[config.mk]
export PLATFORM = sky130hd
export DESIGN_NAME = ecg_phase_sequencer
export DESIGN_NICKNAME = d
export VERILOG_FILES = /design/src/rtl/ecg_phase_sequencer.sv
export SDC_FILE = /design/constraint.sdc
export NUM_CORES = 1
export LEC_CHECK = 0
export CAP_MARGIN = 25
export CORE_UTILIZATION = 55
export CTS_BUF_LIST = sky130_fd_sc_hd__clkbuf_8
export CTS_CLUSTER_DIAMETER = 50
export DETAILED_ROUTE_END_ITERATION = 6
export DONT_BUFFER_PORTS = 1
export PLACE_DENSITY = 0.72
export SETUP_SLACK_MARGIN = 0.4
export SYNTH_ARGS = -nofsm -noshare
export SYNTH_HDL_FRONTEND = slang
export SYNTH_SLANG_ARGS = --single-unit
[constraint.sdc]
create_clock -name clk -period 5.1 [get_ports clk]
set_clock_uncertainty 0.1 [all_clocks]
set_input_delay 0.51 -clock clk [delete_from_list [all_inputs] [get_ports clk]]
set_output_delay 0.51 -clock clk [all_outputs]
set_load 0.05 [all_outputs]
[src/rtl/ecg_phase_sequencer.sv]
// Phase sequencer for the ECG datapath: steps a phase index through NUM_PHASES
// phases with per-phase programmable dwell, in single-shot or continuous mode.
module ecg_phase_sequencer #(
    parameter int NUM_PHASES = 4,
    parameter int PHASE_W    = 2,
    parameter int CNT_W      = 8
) (
    input  logic                        clk,
    input  logic                        rst_n,
    input  logic                        start,
    input  logic                        mode,
    input  logic                        hold,
    input  logic                        abort,
    input  logic [NUM_PHASES*CNT_W-1:0] dwell,
    output logic [PHASE_W-1:0]          phase,
    output logic                        phase_enter,
    output logic [CNT_W-1:0]            elapsed,
    output logic                        busy,
    output logic                        done,
    output logic                        wrap
);

    typedef enum logic {
        IDLE = 1'b0,
        RUN  = 1'b1
    } state_t;

    localparam logic [PHASE_W-1:0] LAST_PHASE = PHASE_W'(NUM_PHASES - 1);

    state_t             state;
    logic               mode_q;
    logic [CNT_W-1:0]   dwell_q;
    logic [PHASE_W-1:0] next_phase;
    logic [CNT_W-1:0]   next_dwell;

    // Dwell field of the phase that would be entered at the end of this one.
    always_comb begin
        // NOTE: every combinational output gets a default before any branch, so no latch is inferred.
        next_dwell = '0;
        next_phase = (phase == LAST_PHASE) ? '0 : phase + PHASE_W'(1);
        for (int p = 0; p < NUM_PHASES; p++) begin
            if (next_phase == PHASE_W'(p)) begin
                next_dwell = dwell[p*CNT_W +: CNT_W];
            end
        end
    end

    always_ff @(posedge clk or negedge rst_n) begin
        if (!rst_n) begin
            state       <= IDLE;
            phase       <= '0;
            elapsed     <= '0;
            busy        <= 1'b0;
            done        <= 1'b0;
            phase_enter <= 1'b0;
            wrap        <= 1'b0;
            mode_q      <= 1'b0;
            dwell_q     <= '0;
        end else begin
            // NOTE: non-blocking assignments throughout, so every branch sees pre-edge values.
            phase_enter <= 1'b0;
            done        <= 1'b0;
            wrap        <= 1'b0;

            case (state)
                IDLE: begin
                    phase   <= '0;
                    elapsed <= '0;
                    if (start && !abort) begin
                        state       <= RUN;
                        busy        <= 1'b1;
                        mode_q      <= mode;
                        dwell_q     <= dwell[CNT_W-1:0];
                        phase_enter <= 1'b1;
                    end
                end

                RUN: begin
                    if (abort) begin
                        state   <= IDLE;
                        phase   <= '0;
                        elapsed <= '0;
                        busy    <= 1'b0;
                    end else if (hold) begin
                        state <= RUN;
                    end else if (elapsed < dwell_q) begin
                        elapsed <= elapsed + CNT_W'(1);
                    end else begin
                        elapsed <= '0;
                        if (phase != LAST_PHASE) begin
                            phase       <= next_phase;
                            dwell_q     <= next_dwell;
                            phase_enter <= 1'b1;
                        end else if (mode_q) begin
                            phase       <= '0;
                            dwell_q     <= next_dwell;
                            phase_enter <= 1'b1;
                            wrap        <= 1'b1;
                        end else begin
                            state <= IDLE;
                            phase <= '0;
                            busy  <= 1'b0;
                            done  <= 1'b1;
                        end
                    end
                end

                default: state <= IDLE;
            endcase
        end
    end

endmodule

Yosys cells after proc, flatten, opt, wreduce, memory -nomap -nowiden. Cells that the tools add are included.

Register bits: 24. Bits in latches: 0. Memory bits (writable): 0. Memory bits (read-only): 0. Input port bits: 38. Output and inout bits: 14. Logic and storage cells: 84. Memories: 0.

$add $sub $neg: 2. Multipliers: 0. Div/mod/pow operators: 0. Magnitude comparators: 1. Eq/ne operators: 14. Shifts and indexed selects: 0. Multiplexer cells: 50. Bitwise gates (word level): 1. Reductions and logical operators: 7.

Operators by type and width (number): $mux 8 (13); $pmux 8 s2 (2); $mux 1 (26); $ne 3x3->1 const B (4); $mux 2 (5); $ne 2x2->1 const B (5); $reduce_and 5->1 (2); $add 8x1->8 const B (1); $lt 8x8->1 (1); $eq 2x2->1 const B (3); $pmux 1 s2 (3); $pmux 2 s2 (1); $reduce_and 2->1 (2); $ne 3x1->1 const B (1); $add 2x1->2 const B (1); $eq 2x1->1 const B (1); $logic_not 2->1 (1); $logic_and 1x1->1 (1); $logic_not 1->1 (1); $not 1->1 (1).

Logic depth before layout (Yosys ltp).
Depth in word-level cells: 13. Depth in mapped cells: 9. Mapped depth without buffers: 7.

Least setup slack after synthesis. No wires, ideal clock.

Path type: register to register. Start: register elapsed[7]. End: register dwell_q[0]. Library setup time: 0.125 ns. Arrival: 2.265 ns. Required time: 4.875 ns. Path slack: 2.610 ns. Stages on the path, launching flop included: 8. Buffers on the path: 1. Clock period less this slack: 2.490 ns. Path through: dfrtp_1 > ha_1 > nand4_1 > a21oi_1 > a21oi_4 > o41ai_1 > buf_6 > mux2_4.

Longest elaborated chain between the ends: 3.

RTL lines: start: declaration (line 17) `output logic [CNT_W-1:0] elapsed,`; start signal: assignment (line 87) `elapsed <= elapsed + CNT_W'(1);`; $lt 8x8->1 (line 86) `end else if (elapsed < dwell_q) begin`; $ne 2x2->1 (no source line); $reduce_and 5->1 (no source line); end signal: assignment (line 73) `dwell_q <= dwell[CNT_W-1:0];`; end signal: assignment (line 92) `dwell_q <= next_dwell;`; end signal: assignment (line 96) `dwell_q <= next_dwell;`; end: declaration (line 32) `logic [CNT_W-1:0] dwell_q;`.

Every way passes these cells. A chain may end at the register's enable or synchronous reset.

Final worst setup path.
Start: register phase[0]. End: register dwell_q[3].

Longest elaborated chain between the ends: 13. Elaborated cells on any way between the ends: 20. Classes of those cells: 1 x add/sub; 6 x eq/ne; 11 x mux; 2 x reduce/logical.

RTL lines: start: declaration (line 15) `output logic [PHASE_W-1:0] phase,`; start signal: assignment (line 91) `phase <= next_phase;`; $add 2x1->2 / $eq 2x2->1 (equally long branches) (line 40) `next_phase = (phase == LAST_PHASE) ? '0 : phase + PHASE_W'(1);`; $mux 2 (line 40); $logic_not 2->1 (line 42) `if (next_phase == PHASE_W'(p)) begin`; $mux 8 (4 in series) (line 42); $mux 8 (line 94) `end else if (mode_q) begin`; $mux 8 (line 90) `if (phase != LAST_PHASE) begin`; $mux 8 (line 86); $mux 8 (line 84) `end else if (hold) begin`; $mux 8 (line 79) `if (abort) begin`; $pmux 8 s2 (line 65) `case (state)`.

Parallel ways exist; a longest one is shown, timed or not. The select of a mux whose other input is x is not followed.

==> results.json <==
{
  "place.gp.congestion": 0.805,
  "hold_slack_ns": 0.204,
  "min_period_over_period": 0.537,
  "ant_nets": 0,
  "grt_max_degree": 25,
  "firstDrtPassIters": 5,
  "maxCapViolCount": 0,
  "antenna_cells": 0,
  "crit_start": "phase[0]$_DFFE_PN0P_",
  "antenna_found_initial": 0,
  "nFillCells": 238,
  "area_growth_pct": 7.81,
  "synth_top_area_cell": "dfrtp_1",
  "gr-max-usage-layer": "met2",
  "coreArea_um2": 2730,
  "cp-end-kind": "register",
  "met1_usage": 0.297,
  "die_h_um": 55.4,
  "clockRootBuffer": "clkbuf_8",
  "hold_path.startpoint": "abort",
  "status": "completed",
  "critical_path_arrival_ns": 2.83,
  "ctsResizeCount": 0,
  "hold_path_class": "primary input to register",
  "critical_path_class": "register to register",
  "port_buffers": 0,
  "row_count": 19,
  "cp_data_required_time_ns": 5.19,
  "yosys.area.top_type_share": 0.382,
  "vias_per_cell": 6.33,
  "vias": 1273,
  "worst_pin_slew_ns": 0.651,
  "grt_overflow": 0,
  "syn_inst": 171,
  "rsz0062_at_grt": "false",
  "synth-seq-area-share": 0.382,
  "clock-sinks": 24,
  "ioPinCount": 52,
  "path_clk_slew_ns": 0.08,
  "die_area_um2": 3070,
  "synth_area_leaders": "dfrtp_1 38%, ha_1 10%, mux2i_1 4.5%, nand2_1 4.3%, a21oi_1 4.1%",
  "wirelength_mm": 3.43,
  "power_uw": 459,
  "grt_pass1_wl_mm": 5.64,
  "syn_area_per_cell_um2": 9.18,
  "initial_utilization": 0.574,
  "ys_ff_latch": 24,
  "powerDensity_nw_per_um2": 271,
  "cts.path.max_buffers": 2,
  "vdd_ir_drop_max_uv": 255,
  "grt_usage": 0.231,
  "fp.dieW_um": 55.4,
  "met3_usage": 0.0726,
  "r2r-start": "phase[0]$_DFFE_PN0P_",
  "startpoint_type": "register",
  "grt_pass1_vias": 1234,
  "drt_iter0_markers": 53,
  "p_leak_nw": 0.739,
  "use_met2": 0.389,
  "setup_viol": 0,
  "final-max-slew-violation-count": 0,
  "synth_cell_types": 35,
  "htreeDepth": 1,
  "synth_nets": 222,
  "stdcell_area_um2": 1690,
  "drc": 0,
  "cts-buffers-inserted": 3,
  "cts_tree": "built",
  "dp_hpwl_mm": 2.63,
  "period_minus_slack_ns": 2.74,
  "netlist_area_um2": 1570,
  "r2r_setup_slack_ns": 2.36,
  "crit_fanout": 10,
  "fin_nets": 222,
  "hold_viol": 0,
  "drive_above_1_share": 0.0647,
  "ys_warn_count": 0,
  "avgRoutedWirePerCell_um": 17.1,
  "clk_latency_ns": 0.27,
  "max_slew_margin": 0.566,
  "dpl_cell_area_um2": 1580,
  "fin_setup_tns_ns": 0,
  "fmax_mhz": 365
}
-- final cells by class --
class | count | area, µm² | area share
multi-input cells | 126 | 888 | 0.525
repair buffers | 3 | 45.0 | 0.0266
clock inverters | 1 | 30.0 | 0.0177
well taps | 31 | 38.8 | 0.0229
clock buffers | 3 | 41.3 | 0.0244
inverters | 13 | 48.8 | 0.0288
flip-flops and latches | 24 | 601 | 0.355
-- cell usage after synthesis --
| cell type | n |
|---|---|
| buf_2 | 2 |
| clkbuf_1 | 5 |
| dfrtp_1 | 24 |
| o2111ai_1 | 2 |
| xor2_1 | 2 |
| a21oi_1 | 13 |
| a221oi_1 | 6 |
| a22oi_1 | 2 |
| a211oi_1 | 1 |
| or3_1 | 1 |
| nand2_1 | 18 |
| nand2b_1 | 2 |
| inv_1 | 13 |
| a221o_1 | 1 |
| or4_1 | 1 |
| mux2i_1 | 7 |
| o21ai_0 | 12 |
| ha_1 | 13 |
| mux2_2 | 1 |
| mux2_4 | 2 |
| a2111o_1 | 1 |
| nand3_1 | 1 |
| xnor2_1 | 2 |
| nor3_1 | 3 |
| nand4_1 | 1 |
| nor4_1 | 1 |
| a21oi_4 | 1 |
| and3_1 | 2 |
| and2_1 | 1 |
| buf_6 | 1 |
| o311ai_0 | 6 |
| and4_1 | 1 |
| nor2b_1 | 9 |
| o41ai_1 | 1 |
| nor2_1 | 12 |
-- flip-flops by register name (all words and copies together), names as in the netlist --
signal	count
dwell_q	8
elapsed	8
phase	2
busy	1
done	1
mode_q	1
phase_enter	1
state	1
wrap	1
-- worst max-delay path, cell delays in order, from the launching register on --
cell      delay (ns)
dfrtp_1         0.77
inv_1           0.15
ha_1            0.35
nor2b_1         0.44
a221oi_1        0.15
o311ai_0        0.34
o21ai_0         0.19
mux2i_1         0.18
-- power by group --
group | internal (mW) | total [mW] | switching [mW]
Combinational | 0.0314 | 0.0673 | 0.0359
Clock | 0.105 | 0.165 | 0.0598
Sequential | 0.208 | 0.227 | 0.0191
Total | 0.345 | 0.459 | 0.115
-- metrics by stage --
step | setup slack, ns | instances | utilization
final | 2.36 | 201 | 0.619
after global routing | 2.11 | 201 | 0.619
after CTS | 2.38 | 200 | 0.609
after detailed placement | 2.39 | 195 | 0.579
after global placement | 2.08 | 194 | 0.577
after floorplan | 2.61 | 171 | -
-- routing by layer --
metal / vias up / routed length, µm
met3: 0 / 197
met5: - / 0
met2: 40 / 1790
li1: 613 / -
met1: 620 / 1450
met4: 0 / 0
-- cells in the final DEF, fill, tap and decap left out, drive strengths merged --
cell,count
a2111o,1
a211oi,1
a21oi,14
a221o,1
a221oi,6
a22oi,2
and2,1
and3,2
and4,1
buf,2
bufinv,1
clkbuf,3
dfrtp,24
dlygate4sd3,1
ha,13
inv,13
mux2,3
mux2i,7
nand2,18
nand2b,2
nand3,1
nand4,1
nor2,12
nor2b,9
nor3,3
nor4,1
o2111ai,2
o21ai,12
o311ai,6
o41ai,1
or3,1
or4,1
xnor2,2
xor2,2
-- repair_timing --
action	4_1_cts	5_1_grt
buffers inserted	0	0
endpoints found under the hold margin	24	0
hold buffers	1	0
-- cell families after synthesis --
kind of cell | after synthesis | synth area share
fa+ha+maj | 13 | 0.104
simple gates | 53 | 0.163
xor+xnor | 4 | 0.0223
flops | 24 | 0.382
buf+inv | 21 | 0.0566
mux | 10 | 0.0709
compound gates | 46 | 0.202
-- path summary, 6_finish.rpt --
check	cells after the start	to
setup / recovery	7	dwell_q[3]$_DFFE_PN0P_
hold / removal	1	state$_DFF_PN0_
setup reg to reg	7	dwell_q[3]$_DFFE_PN0P_
hold reg to reg	1	dwell_q[6]$_DFFE_PN0P_
max in group asynchronous	2	wrap$_DFF_PN0_
min in group asynchronous	1	dwell_q[7]$_DFFE_PN0P_
No activity file was read; power rests on OpenSTA's default activity.
